$ cat src/rtl/spike_tag_fifo_if.sv
// Spike-event queue bundle: producer write side, consumer pop side and queue status.
// The fifo takes the slave view; neuron update logic and the consumer use master.
interface spike_tag_fifo_if #(
  parameter int TAG_W  = 1,
  parameter int ITAG_W = 1,
  parameter int ADDR_W = 3
);
  logic              flush;
  logic              enq;
  logic [TAG_W-1:0]  fired_tag_in;
  logic [ITAG_W-1:0] i_tag_in;
  logic              req_deq;
  logic              fifo_empty;
  logic              fifo_full;
  logic [TAG_W-1:0]  fired_tag;
  logic [ITAG_W-1:0] i_tag;
  logic [ADDR_W:0]   count;
  logic              overflow;
  logic              underflow;

  modport master (
    output flush, enq, fired_tag_in, i_tag_in, req_deq,
    input  fifo_empty, fifo_full, fired_tag, i_tag, count, overflow, underflow
  );

  modport slave (
    input  flush, enq, fired_tag_in, i_tag_in, req_deq,
    output fifo_empty, fifo_full, fired_tag, i_tag, count, overflow, underflow
  );
endinterface

$ cat src/rtl/spike_tag_fifo.sv
// Circular spike-event queue feeding compute_in_memory: first-word-fall-through head,
// registered occupancy/status, sticky overflow/underflow and a content-only flush.
module spike_tag_fifo #(
  parameter int TAG_W  = 1,
  parameter int ITAG_W = 1,
  parameter int DEPTH  = 8,
  parameter int ADDR_W = 3
) (
  input  logic                clk,
  input  logic                reset,
  spike_tag_fifo_if.slave     bus
);
  localparam int              WORD_W  = TAG_W + ITAG_W;
  localparam logic [ADDR_W:0] DEPTH_C = (ADDR_W+1)'(DEPTH);
  localparam logic [ADDR_W:0] CNT_ONE = (ADDR_W+1)'(1);
  localparam logic [ADDR_W-1:0] PTR_ONE = ADDR_W'(1);

  logic [WORD_W-1:0] mem_r [DEPTH];
  logic [ADDR_W-1:0] wr_ptr_r;
  logic [ADDR_W-1:0] rd_ptr_r;
  logic [ADDR_W:0]   count_r;
  logic              empty_r;
  logic              full_r;
  logic              overflow_r;
  logic              underflow_r;

  logic              push_s;
  logic              pop_s;
  logic [ADDR_W:0]   count_nxt_s;
  logic [WORD_W-1:0] head_s;

  // Push/pop qualification; a full queue still accepts a write when the head leaves on the same edge.
  always_comb begin
    push_s = 1'b0;
    pop_s  = 1'b0;
    if (bus.flush) begin
      push_s = 1'b0;
      pop_s  = 1'b0;
    end else begin
      pop_s  = bus.req_deq && !empty_r;
      push_s = bus.enq && (!full_r || bus.req_deq);
    end
  end

  // Next occupancy from the qualified push/pop pair.
  always_comb begin
    count_nxt_s = count_r;
    case ({push_s, pop_s})
      2'b10:   count_nxt_s = count_r + CNT_ONE;
      2'b01:   count_nxt_s = count_r - CNT_ONE;
      default: count_nxt_s = count_r;
    endcase
  end

  // Pointers, occupancy, status and sticky error flags; flush keeps the error flags.
  always_ff @(posedge clk) begin
    if (reset) begin
      wr_ptr_r    <= '0;
      rd_ptr_r    <= '0;
      count_r     <= '0;
      empty_r     <= 1'b1;
      full_r      <= 1'b0;
      overflow_r  <= 1'b0;
      underflow_r <= 1'b0;
    end else if (bus.flush) begin
      wr_ptr_r <= '0;
      rd_ptr_r <= '0;
      count_r  <= '0;
      empty_r  <= 1'b1;
      full_r   <= 1'b0;
    end else begin
      if (push_s) wr_ptr_r <= wr_ptr_r + PTR_ONE;
      if (pop_s)  rd_ptr_r <= rd_ptr_r + PTR_ONE;
      count_r <= count_nxt_s;
      empty_r <= (count_nxt_s == '0);
      full_r  <= (count_nxt_s == DEPTH_C);
      if (bus.enq && full_r && !bus.req_deq) overflow_r  <= 1'b1;
      if (bus.req_deq && empty_r)            underflow_r <= 1'b1;
    end
  end

  // Event storage; contents are never cleared, only the pointers are.
  always_ff @(posedge clk) begin
    if (!reset && push_s) begin
      mem_r[wr_ptr_r] <= {bus.fired_tag_in, bus.i_tag_in};
    end
  end

  // Fall-through head, forced to zero while nothing valid is queued.
  always_comb begin
    head_s = '0;
    if (empty_r) begin
      head_s = '0;
    end else begin
      head_s = mem_r[rd_ptr_r];
    end
  end

  assign bus.fired_tag  = head_s[WORD_W-1:ITAG_W];
  assign bus.i_tag      = head_s[ITAG_W-1:0];
  assign bus.fifo_empty = empty_r;
  assign bus.fifo_full  = full_r;
  assign bus.count      = count_r;
  assign bus.overflow   = overflow_r;
  assign bus.underflow  = underflow_r;
endmodule

$ cat src/flat_wrapper.sv
// flat-port wrapper written by rule: the top's interface ports become plain ports
module spike_tag_fifo_flat 
#(
  parameter int TAG_W  = 1,
  parameter int ITAG_W = 1,
  parameter int DEPTH  = 8,
  parameter int ADDR_W = 3
)
  (clk, reset, bus_flush, bus_enq, bus_fired_tag_in, bus_i_tag_in, bus_req_deq, bus_fifo_empty, bus_fifo_full, bus_fired_tag, bus_i_tag, bus_count, bus_overflow, bus_underflow);
  spike_tag_fifo_if #(.TAG_W(TAG_W), .ITAG_W(ITAG_W), .ADDR_W(ADDR_W)) bus_i ();
  input  logic clk;
  input  logic reset;
  input wire logic [$bits(bus_i.flush)-1:0] bus_flush;
  input wire logic [$bits(bus_i.enq)-1:0] bus_enq;
  input wire logic [$bits(bus_i.fired_tag_in)-1:0] bus_fired_tag_in;
  input wire logic [$bits(bus_i.i_tag_in)-1:0] bus_i_tag_in;
  input wire logic [$bits(bus_i.req_deq)-1:0] bus_req_deq;
  output wire logic [$bits(bus_i.fifo_empty)-1:0] bus_fifo_empty;
  output wire logic [$bits(bus_i.fifo_full)-1:0] bus_fifo_full;
  output wire logic [$bits(bus_i.fired_tag)-1:0] bus_fired_tag;
  output wire logic [$bits(bus_i.i_tag)-1:0] bus_i_tag;
  output wire logic [$bits(bus_i.count)-1:0] bus_count;
  output wire logic [$bits(bus_i.overflow)-1:0] bus_overflow;
  output wire logic [$bits(bus_i.underflow)-1:0] bus_underflow;
  assign bus_i.flush = bus_flush;
  assign bus_i.enq = bus_enq;
  assign bus_i.fired_tag_in = bus_fired_tag_in;
  assign bus_i.i_tag_in = bus_i_tag_in;
  assign bus_i.req_deq = bus_req_deq;
  assign bus_fifo_empty = bus_i.fifo_empty;
  assign bus_fifo_full = bus_i.fifo_full;
  assign bus_fired_tag = bus_i.fired_tag;
  assign bus_i_tag = bus_i.i_tag;
  assign bus_count = bus_i.count;
  assign bus_overflow = bus_i.overflow;
  assign bus_underflow = bus_i.underflow;
  spike_tag_fifo #(.TAG_W(TAG_W), .ITAG_W(ITAG_W), .DEPTH(DEPTH), .ADDR_W(ADDR_W)) u_core (.clk(clk), .reset(reset), .bus(bus_i));
endmodule
$ cat config.mk
export PLATFORM = sky130hd
export DESIGN_NAME = spike_tag_fifo_flat
export DESIGN_NICKNAME = d
export VERILOG_FILES = /design/src/rtl/spike_tag_fifo_if.sv /design/src/rtl/spike_tag_fifo.sv /design/src/flat_wrapper.sv
export SDC_FILE = /design/constraint.sdc
export NUM_CORES = 1
export LEC_CHECK = 0
export CAP_MARGIN = 20
export CORE_MARGIN = 4
export CORE_UTILIZATION = 26
export CTS_BUF_LIST = sky130_fd_sc_hd__clkbuf_16
export CTS_CLUSTER_DIAMETER = 80
export DETAILED_ROUTE_END_ITERATION = 8
export PLACE_DENSITY_LB_ADDON = 0.25
export SLEW_MARGIN = 30
export SYNTH_ARGS = -nofsm -noshare
export SYNTH_HDL_FRONTEND = slang
export SYNTH_SLANG_ARGS = --single-unit
$ cat constraint.sdc
create_clock -name clk -period 3.45 [get_ports clk]
set_clock_uncertainty 0.15 [all_clocks]
set_input_delay 0.69 -clock clk [delete_from_list [all_inputs] [get_ports clk]]
set_output_delay 0.69 -clock clk [all_outputs]
set_load 0.02 [all_outputs]
# Word-level counts from Yosys, hierarchy flattened
# Memory sizes are Yosys's and may differ from the RTL's. A register that Yosys moved wholly into a read port is not among the register bits.
# Index checks and enable logic that the tools add are counted.
# word_totals
word_cells	39
romBits	0
ram_bits	16
latchBits	0
out_inout_bits	10
regBits	14
mem_count	1
# memory_table
name	depth	width	read_ports	rd_ports_with_merged_regs	write_ports	line	rtl
u_core.mem_r	8	2	1	1	1	spike_tag_fifo.sv:18	logic [WORD_W-1:0] mem_r [DEPTH];
# classes
mux	8
multipliers	0
magnitude_cmp	0
n_eq_ne	3
n_shift	0
reduce_logical	15
div_mod_pow	0
bitwise_logic	1
add_sub_neg	4
# ops
operator	count
$pmux 4 s2	1
$add 3x1->3 const B	2
$logic_and 1x1->1	6
$mux 3	2
$add 4x1->4 const B	1
$eq 4x4->1 const B	1
$logic_not 1->1	4
$logic_not 4->1	1
$mux 1	4
$reduce_and 2->1	2
$sub 4x1->4 const B	1
$eq 2x1->1 const B	1
$eq 2x2->1 const B	1
$mux 2	1
$reduce_or 2->1	1
$logic_or 1x1->1	1
$not 1->1	1

# Longest topological paths before layout
# Gate-level depths: netlist (run 1).
# depth
word_depth	7
ltp_mapped	9
depth_no_buf	9

# Least setup slack after synthesis (run 1)
# Ideal clock, no wire load.
# synth_timing
path_kind	input-to-reg
start	in bus_enq
end	reg u_core.empty_r (netlist: u_core.bus.fifo_empty)
setup_ns	0.084
arrival_ns	2.723
path_slack_ns	0.492
path_stages	9
path_cell_list	nor2b_1 nand2_1 ha_1 xor2_1 ha_1 a21oi_2 mux2_4 mux2_4 o31ai_2
# synth_via
elab_chain_len	5
# synth_rtl
element	line	rtl
start: declaration	flat_wrapper.sv:14	input wire logic [$bits(bus_i.enq)-1:0] bus_enq;
$logic_and 1x1->1 *	spike_tag_fifo.sv:41	push_s = bus.enq && (!full_r || bus.req_deq);
$mux 1 *	spike_tag_fifo.sv:36	if (bus.flush) begin
$eq 2x1->1 or $eq 2x2->1 (tied branches)	spike_tag_fifo.sv:48	case ({push_s, pop_s})
$pmux 4 s2 *	spike_tag_fifo.sv:48	
$logic_not 4->1 *	spike_tag_fifo.sv:75	empty_r <= (count_nxt_s == '0);
end signal: assignment	spike_tag_fifo.sv:75	
end: declaration	spike_tag_fifo.sv:22	logic empty_r;
# Mark *: on every way between the ends. The rest lies on a longest branch, timed or not.
# A chain may end at the register's enable or synchronous reset.

# Final worst setup path (run 1)
# layout_timing
start	in bus_req_deq
end	reg u_core.empty_r (netlist: u_core.bus.fifo_empty)
# layout_via
elab_chain_len	6
# layout_rtl
element	line	rtl
start: declaration	flat_wrapper.sv:17	input wire logic [$bits(bus_i.req_deq)-1:0] bus_req_deq;
$logic_or 1x1->1	spike_tag_fifo.sv:41	
$logic_and 1x1->1	spike_tag_fifo.sv:41	
$mux 1	spike_tag_fifo.sv:36	
$eq 2x1->1 or $eq 2x2->1 (tied branches)	spike_tag_fifo.sv:48	
$pmux 4 s2 *	spike_tag_fifo.sv:48	
$logic_not 4->1 *	spike_tag_fifo.sv:75	
# Marks and branches as above.

==> results of run 1 <==
-- area by class of cell --
class                   count  area (um2)
repair buffers             19         183
inverters                   2        7.51
multi-input cells          84         616
clock buffers               5         125
flip-flops and latches     33         821
fillers                   539        3390
clock inverters             3        37.5
well taps                  70        87.6
-- through the flow --
stage                     hold WS [ns]  cells  cell area [um2]
after floorplan                  0.335    121             1450
after global placement           0.329    208             1710
after detailed placement         0.322    208             1710
after CTS                        0.347    216             1880
after global routing             0.381    216             1880
final                            0.333    216             1880
-- power breakdown --
part	leakage, uW	switching, uW	internal [uW]
Combinational	0.000316	24.2	24.1
Clock	0.0000826	154	335
Sequential	0.000282	4.54	415
Total	0.000681	183	774
-- layout by cell type, fill, tap and decap left out, drive strengths merged, types with 2 or more instances in the layout --
cell type      count
buf                3
clkbuf             5
a21oi              4
edfxtp            16
dfxtp             17
nand3              3
nor2              21
o21ai              3
mux2i              4
ha                 5
a31oi              2
xor2               5
nor2b              4
clkdlybuf4s50     16
xnor2              2
mux4               4
mux2               2
nor3               3
nor3b              3
nand2              6
inv                3
and3               2
-- metal layers --
metal	wire [um]	track usage [%]
met5	0	0
met4	54	4.41
met3	184	4.66
met2	1200	13.5
met1	1390	12.3
-- worst reg2reg max path, cell delays in order, from the launching register on --
cell,delay [ns]
dfxtp_1,0.38
nor3b_1,0.32
ha_1,0.28
xor2_1,0.09
ha_1,0.20
a21oi_2,0.12
mux2_4,0.33
mux2_4,0.31
o31ai_2,0.22
-- worst max path at each step --
stage / end / startpoint / cells past startpoint / slack (ns)
after detailed placement: u_core.bus.fifo_empty / bus_req_deq / 10 / 0.12
final: u_core.bus.fifo_empty / bus_req_deq / 10 / 0.41
after global placement: u_core.bus.fifo_empty / bus_req_deq / 9 / 0.12
after floorplan: u_core.bus.fifo_empty / bus_enq / 9 / 0.49
after CTS: u_core.bus.fifo_empty / bus_req_deq / 10 / 0.41
after global routing: u_core.bus.fifo_empty / bus_req_deq / 9 / 0.24
-- cells by family (layout without fill, tap and decap cells) --
family,after synthesis,count (layout),share of synthesized area (%)
simple gates,50,50,17.3
mux,10,10,11.0
xor+xnor,7,7,4.22
flops,33,33,56.5
buf+inv,4,29,1.12
compound gates,12,12,5.51
fa+ha+maj,5,5,4.31
-- state kept, by name (all words and copies together), names as in the netlist, named ones only --
register               flops
u_core.rd_ptr_r            3
u_core.bus.overflow        1
u_core.wr_ptr_r            3
u_core.mem_r              16
u_core.bus.fifo_full       1
u_core.bus.count           4
u_core.bus.fifo_empty      1
u_core.bus.underflow       1
==> summary.md, run 1 <==
| Metric | Value |
|---|---|
| Mean instance size in the synthesized netlist | `about 12 um2` |
| Worst hold path stage count | `2` |
| Gates resized, CTS repair | `0` |
| Clk buf depth | `2` |
| Initial Util | `between 20% and 30%` |
| Number of warnings issued by yosys | `0` |
| Fraction of synthesized cell area taken by the top area cell type | `between 30 and 40%` |
| Critical Path Fanout Max | `4` |
| GPL Wtd Cong | `between 0.7 and 0.8` |
| Async S/R FF share, synth | `0%` |
| Routed len/inst | `around 13 um` |
| Number of top-level pins | `17` |
| Detailed-route via count | `965` |
| Power density over the cells | `around 500 nW/um2` |
| Aggregate negative setup slack | `0 ns` |
| VDD IR max | `0.212 mV` |
| Reg-to-reg slack, setup | `0.98 ns` |
| Power after layout | `956 uW` |
| Buffers inserted during post-CTS setup optimization | `0` |
| Maximum achievable frequency | `about 330 MHz` |
| DR pass1 iterations | `4` |
| CP Launch Type | `input pin` |
| Count of antenna-violating nets left after detailed routing | `0` |
| Sequential cell area fraction in the yosys report | `between 50% and 60%` |
| Critical hold path startpoint | `u_core.bus.overflow` |
| Cell Chain, Critical Path | `clkdlybuf4s50_1 -> nand2b_1 -> nand2_1 -> ha_1 -> xor2_1 -> ha_1 -> a21oi_2 -> mux2_4 -> mux2_4 -> o31ai_2` |
| Synth top cells by count | `nor2_1, dfxtp_1, edfxtp_1` |
| Unrepaired setup endpoints after global routing | `no` |
| Total of hold buffers inserted after clock tree synthesis | `0` |
| Core area | `5270 um2` |
| Time the worst path needs with I/O delays and setup | `between 3 and 4 ns` |
| Level count of the clock H-tree | `2` |
| Overall Global Routing Usage | `under 10%` |
| Number of antenna violations at the first check in global routing | `0` |
| Clock buffers created by TritonCTS | `5` |
| TritonCTS Sinks | `33` |
| Number of hold-slack violations in the final timing report | `0` |
| Via count of the first global-routing pass | `roughly 980` |
| Number of cells traversed by the worst register-to-register path | `8` |
| Average vias per placed instance | `roughly 4.5` |
| Worst-case setup margin in the final layout | `a little over 0.4 ns` |
| Number of nets in the layout | `157` |
| Syn_nets | `133` |
| Worst max-slew margin expressed relative to the limit | `around three fifths` |
| Class of the most critical hold timing path | `flip-flop to flip-flop` |
| Pin count of the biggest net entering global routing | `12` |
| DIE AREA | `6850 um2` |
| Delay of the slowest critical-path stage | `0.51 ns` |
| Violation count after the first detailed-route iteration | `50` |
| CP Capture Type | `flip-flop` |
| Reg-to-Reg End | `u_core.bus.fifo_empty` |
| Leakage component of the power | `0.000681 uW` |
| Clock slew at reported path FFs | `about 0.050 ns` |
| Final antenna diode count | `0` |
| Post-route fraction of the period consumed by the critical path | `88.2%` |
| Insertion delay of the later-clocked pin in the worst-skew pair | `0.28 ns` |
| Leading area contributor after synthesis | `edfxtp_1` |
| Mapped cell area | `roughly 1500 um2` |
| Primary flip-flop cell chosen by synthesis mapping | `dfxtp_1` |
| Number of max-slew violations in the final report | `0` |
| Vertical die dimension | `approximately 83 um` |
| First-pass GRT wire length | `approximately 4700 um` |
| Cell family with the largest share of critical-path delay | `multiplexers` |
| CP Data Required Time | `~3.5 ns` |
| Cell at the root of the clock tree | `clkbuf_16` |
| Final Core Density | `35.6%` |
| Most common cell in the netlist | `nor2_1` |
| Setup Viol. Count Final | `0` |
| Top cells by area in the synthesized netlist | `edfxtp_1, dfxtp_1, mux4_2` |
| Run status | `finished, final reports clean` |
| Worst R2R Start | `u_core.bus.fifo_empty` |
| Synthesized flop and latch total | `33` |
| Port bufs | `16` |
| Horizontal die dimension | `a little over 80 um` |
| Post-Place Setup Slack | `0.122 ns` |
| Global route total overflow | `0` |
| Destination of the worst hold path | `u_core.bus.overflow` |
| Count of buffering cells on the critical path with inverters included | `1` |
| Fraction of final layout cells with drive strength greater than 1 | `around 12%` |
| Number of enable-type register cells in the synthesized netlist | `16` |
| Worst-Margin Slew | `0.614 ns` |
| Arrival time at the worst endpoint | `slightly above 3 ns` |
| Cell with the largest stage delay on the worst path | `clkdlybuf4s50_1` |
| Placed wire-length estimate after detailed placement | `2090 um` |
| Critical path class | `input pin to flip-flop` |
| Distinct cell type count of the synthesized netlist | `33` |
| WL final | `between 2000 and 3000 um` |
| Growth of design area from synthesis to finish | `29.2%` |
| Number of maximum-capacitance constraint violations | `0` |
| TritonCTS clock tree | `yes` |
| Placement row count | `26` |
| Number of standard cells after synthesis | `121` |
| Post-route DRC violation count | `0` |
Power figures use the tool's default switching activity.
==> run 2: changes to the inputs <==
Settings changed: CORE_MARGIN 4 to unset.
==> run 2 against run 1 <==
  * Clock power decreased by 0.8%
  * Sequential power about the same
  * Global-route usage increased by 0.72 points
  * Fmax decreased by 1.2%
  * Wire length decreased by 3.4%
  * Hold slack improved by 0.0025 ns
  * Flip-flop and latch count unchanged
  * First-iteration DRC count decreased by 44%
  * Design area unchanged
  * Die area decreased by 14%
  * Highest routed layer unchanged
==> summary.md, run 2 (synthesis results as in run 1) <==
| Metric | Value |
|---|---|
| TritonCTS Sinks | `33 (unchanged)` |
| Buffers inserted during post-CTS setup optimization | `0 (unchanged)` |
| TritonCTS clock tree | `yes (unchanged)` |
| Detailed-route via count | `976 (was 965)` |
| Number of max-slew violations in the final report | `0 (unchanged)` |
| Port bufs | `16 (unchanged)` |
| Vertical die dimension | `76.7 um (was 82.7 um)` |
| Post-route DRC violation count | `0 (unchanged)` |
| Arrival time at the worst endpoint | `3.12 ns (was 3.09 ns)` |
| Worst max-slew margin expressed relative to the limit | `52.8% (was 58.5%)` |
| Flip-flop count of the largest register, all copies and words added | `16 (unchanged)` |
| Violation count after the first detailed-route iteration | `28 (was 50)` |
| Critical path class | `input pin to flip-flop (unchanged)` |
| Cell Chain, Critical Path | `clkdlybuf4s50_1 -> nand2b_1 -> nand2_1 -> ha_1 -> xor2_1 -> ha_1 -> a21oi_2 -> mux2_4 -> mux2_4 -> o31ai_2 (unchanged)` |
| Most common cell after layout, fill and taps aside | `nor2_1 (unchanged)` |
| GPL Wtd Cong | `0.782 (was 0.788)` |
| Number of top-level pins | `17 (unchanged)` |
| Cell with the largest stage delay on the worst path | `clkdlybuf4s50_1 (unchanged)` |
| Worst hold slack | `0.335 ns (was 0.333 ns)` |
| VDD IR max | `0.195 mV (was 0.212 mV)` |
| Final Core Density | `35.8% (was 35.6%)` |
| Gates resized, CTS repair | `0 (unchanged)` |
| Setup Viol. Count Final | `0 (unchanged)` |
| Average vias per placed instance | `4.52 (was 4.47)` |
| CP Capture Type | `flip-flop (unchanged)` |
| Cell family with the largest share of critical-path delay | `multiplexers (unchanged)` |
| Clk buf depth | `2 (unchanged)` |
| Leakage component of the power | `0.000681 uW (unchanged)` |
| Class of the most critical hold timing path | `flip-flop to flip-flop (unchanged)` |
| Unrepaired setup endpoints after global routing | `no (unchanged)` |
| Overall Global Routing Usage | `10.3% (was 9.61%)` |
| Clock slew at reported path FFs | `0.05 ns (about the same)` |
| Design area | `1880 um2 (unchanged)` |
| Placed wire-length estimate after detailed placement | `1990 um (was 2090 um)` |
| DR pass1 iterations | `5 (was 4)` |
| CP Data Required Time | `3.49 ns (was 3.50 ns)` |
| Power after layout | `953 uW (was 956 uW)` |
| CP Launch Type | `input pin (unchanged)` |
| Biggest register | `u_core.mem_r (unchanged)` |
| Final antenna diode count | `0 (unchanged)` |
| Initial Util | `27.7% (was 27.6%)` |
| Maximum achievable frequency | `325 MHz (was 329 MHz)` |
| DIE AREA | `5890 um2 (was 6850 um2)` |
| Critical Path Fanout Max | `4 (unchanged)` |
| First-pass GRT wire length | `4600 um (was 4690 um)` |
| Run status | `finished, final reports clean (unchanged)` |
| Pin count of the biggest net entering global routing | `12 (unchanged)` |
| Horizontal die dimension | `76.7 um (was 82.7 um)` |
| Count of antenna-violating nets left after detailed routing | `0 (unchanged)` |
| Growth of design area from synthesis to finish | `29.2% (unchanged)` |
| Delay of the slowest critical-path stage | `0.52 ns (was 0.51 ns)` |
| WL final | `2740 um (was 2830 um)` |
| Number of maximum-capacitance constraint violations | `0 (unchanged)` |
| Number of hold-slack violations in the final timing report | `0 (unchanged)` |
| Fraction of final layout cells with drive strength greater than 1 | `12.3% (unchanged)` |
| Placement Cell Area | `1710 um2 (unchanged)` |
| Routed len/inst | `12.7 um (was 13.1 um)` |
| Insertion delay of the later-clocked pin in the worst-skew pair | `0.27 ns (was 0.28 ns)` |
| Global route total overflow | `0 (unchanged)` |
| Aggregate negative setup slack | `0 ns (unchanged)` |
| Level count of the clock H-tree | `2 (unchanged)` |
| Time the worst path needs with I/O delays and setup | `3.08 ns (was 3.04 ns)` |
| Total of hold buffers inserted after clock tree synthesis | `0 (unchanged)` |
| Count of buffering cells on the critical path with inverters included | `1 (unchanged)` |
| Number of antenna violations at the first check in global routing | `0 (unchanged)` |
| Cell at the root of the clock tree | `clkbuf_16 (unchanged)` |
| Number of nets in the layout | `157 (unchanged)` |
| Via count of the first global-routing pass | `976 (was 983)` |
| Most frequent cells in the layout | `nor2_1, dfxtp_1, clkdlybuf4s50_1, edfxtp_1, nand2_1 (unchanged)` |
| Placement row count | `26 (unchanged)` |
| Worst-Margin Slew | `0.698 ns (was 0.614 ns)` |
| Clock buffers created by TritonCTS | `5 (unchanged)` |
| Post-route fraction of the period consumed by the critical path | `89.2% (was 88.2%)` |
| Core area | `5240 um2 (was 5270 um2)` |
| Power density over the cells | `508 nW/um2 (was 510 nW/um2)` |
==> run 2: final cells by class <==
class	count	area (um2)
Tap cell	70	87.6
Sequential cell	33	821
Fill cell	504	3360
Clock buffer	5	125
Timing Repair Buffer	19	183
Multi-Input combinational cell	84	616
Clock inverter	3	37.5
Inverter	2	7.51
==> run 2: worst register-to-register path: stages (launching register included) <==
cell and delay [ns]:
dfxtp_1 0.37, nor3b_1 0.33, ha_1 0.29, xor2_1 0.17, ha_1 0.26, nor3b_1 0.24, o21ai_0 0.12, mux2_4 0.29
o31ai_2 0.22
==> run 2: per-layer routing <==
metal  vias to the layer above  GRT usage [%]  wire length, um
met3                         2           3.69               92
met2                        17           14.9             1260
met1                       467           13.3             1370
met5                         -              0                0
met4                         0           5.77               14
li1                        490              -                -
==> run 2: final timing paths <==
| check | from | end | slack [ns] | cells past startpoint |
|---|---|---|---|---|
| max | bus_req_deq | u_core.bus.fifo_empty | 0.37 | 10 |
| min | u_core.bus.overflow | u_core.bus.overflow | 0.33 | 2 |
| max reg2reg | u_core.bus.fifo_empty | u_core.bus.fifo_empty | 0.92 | 8 |
| min reg2reg | u_core.bus.overflow | u_core.bus.overflow | 0.33 | 2 |
==> run 2: report_power, final <==
| part | leakage, uW | internal, uW | switching (uW) | total (uW) |
|---|---|---|---|---|
| clock | 0.0000826 | 335 | 150 | 485 |
| sequential | 0.000282 | 415 | 4.60 | 419 |
| combinational | 0.000316 | 24.0 | 24.7 | 48.7 |
==> run 2: metrics by stage <==
stage	instances	setup WS, ns
3_5_place_dp	208	0.115
4_1_cts	216	0.386
3_3_place_gp	208	0.120
5_1_grt	216	0.183
2_1_floorplan	121	0.492
6_report	216	0.371
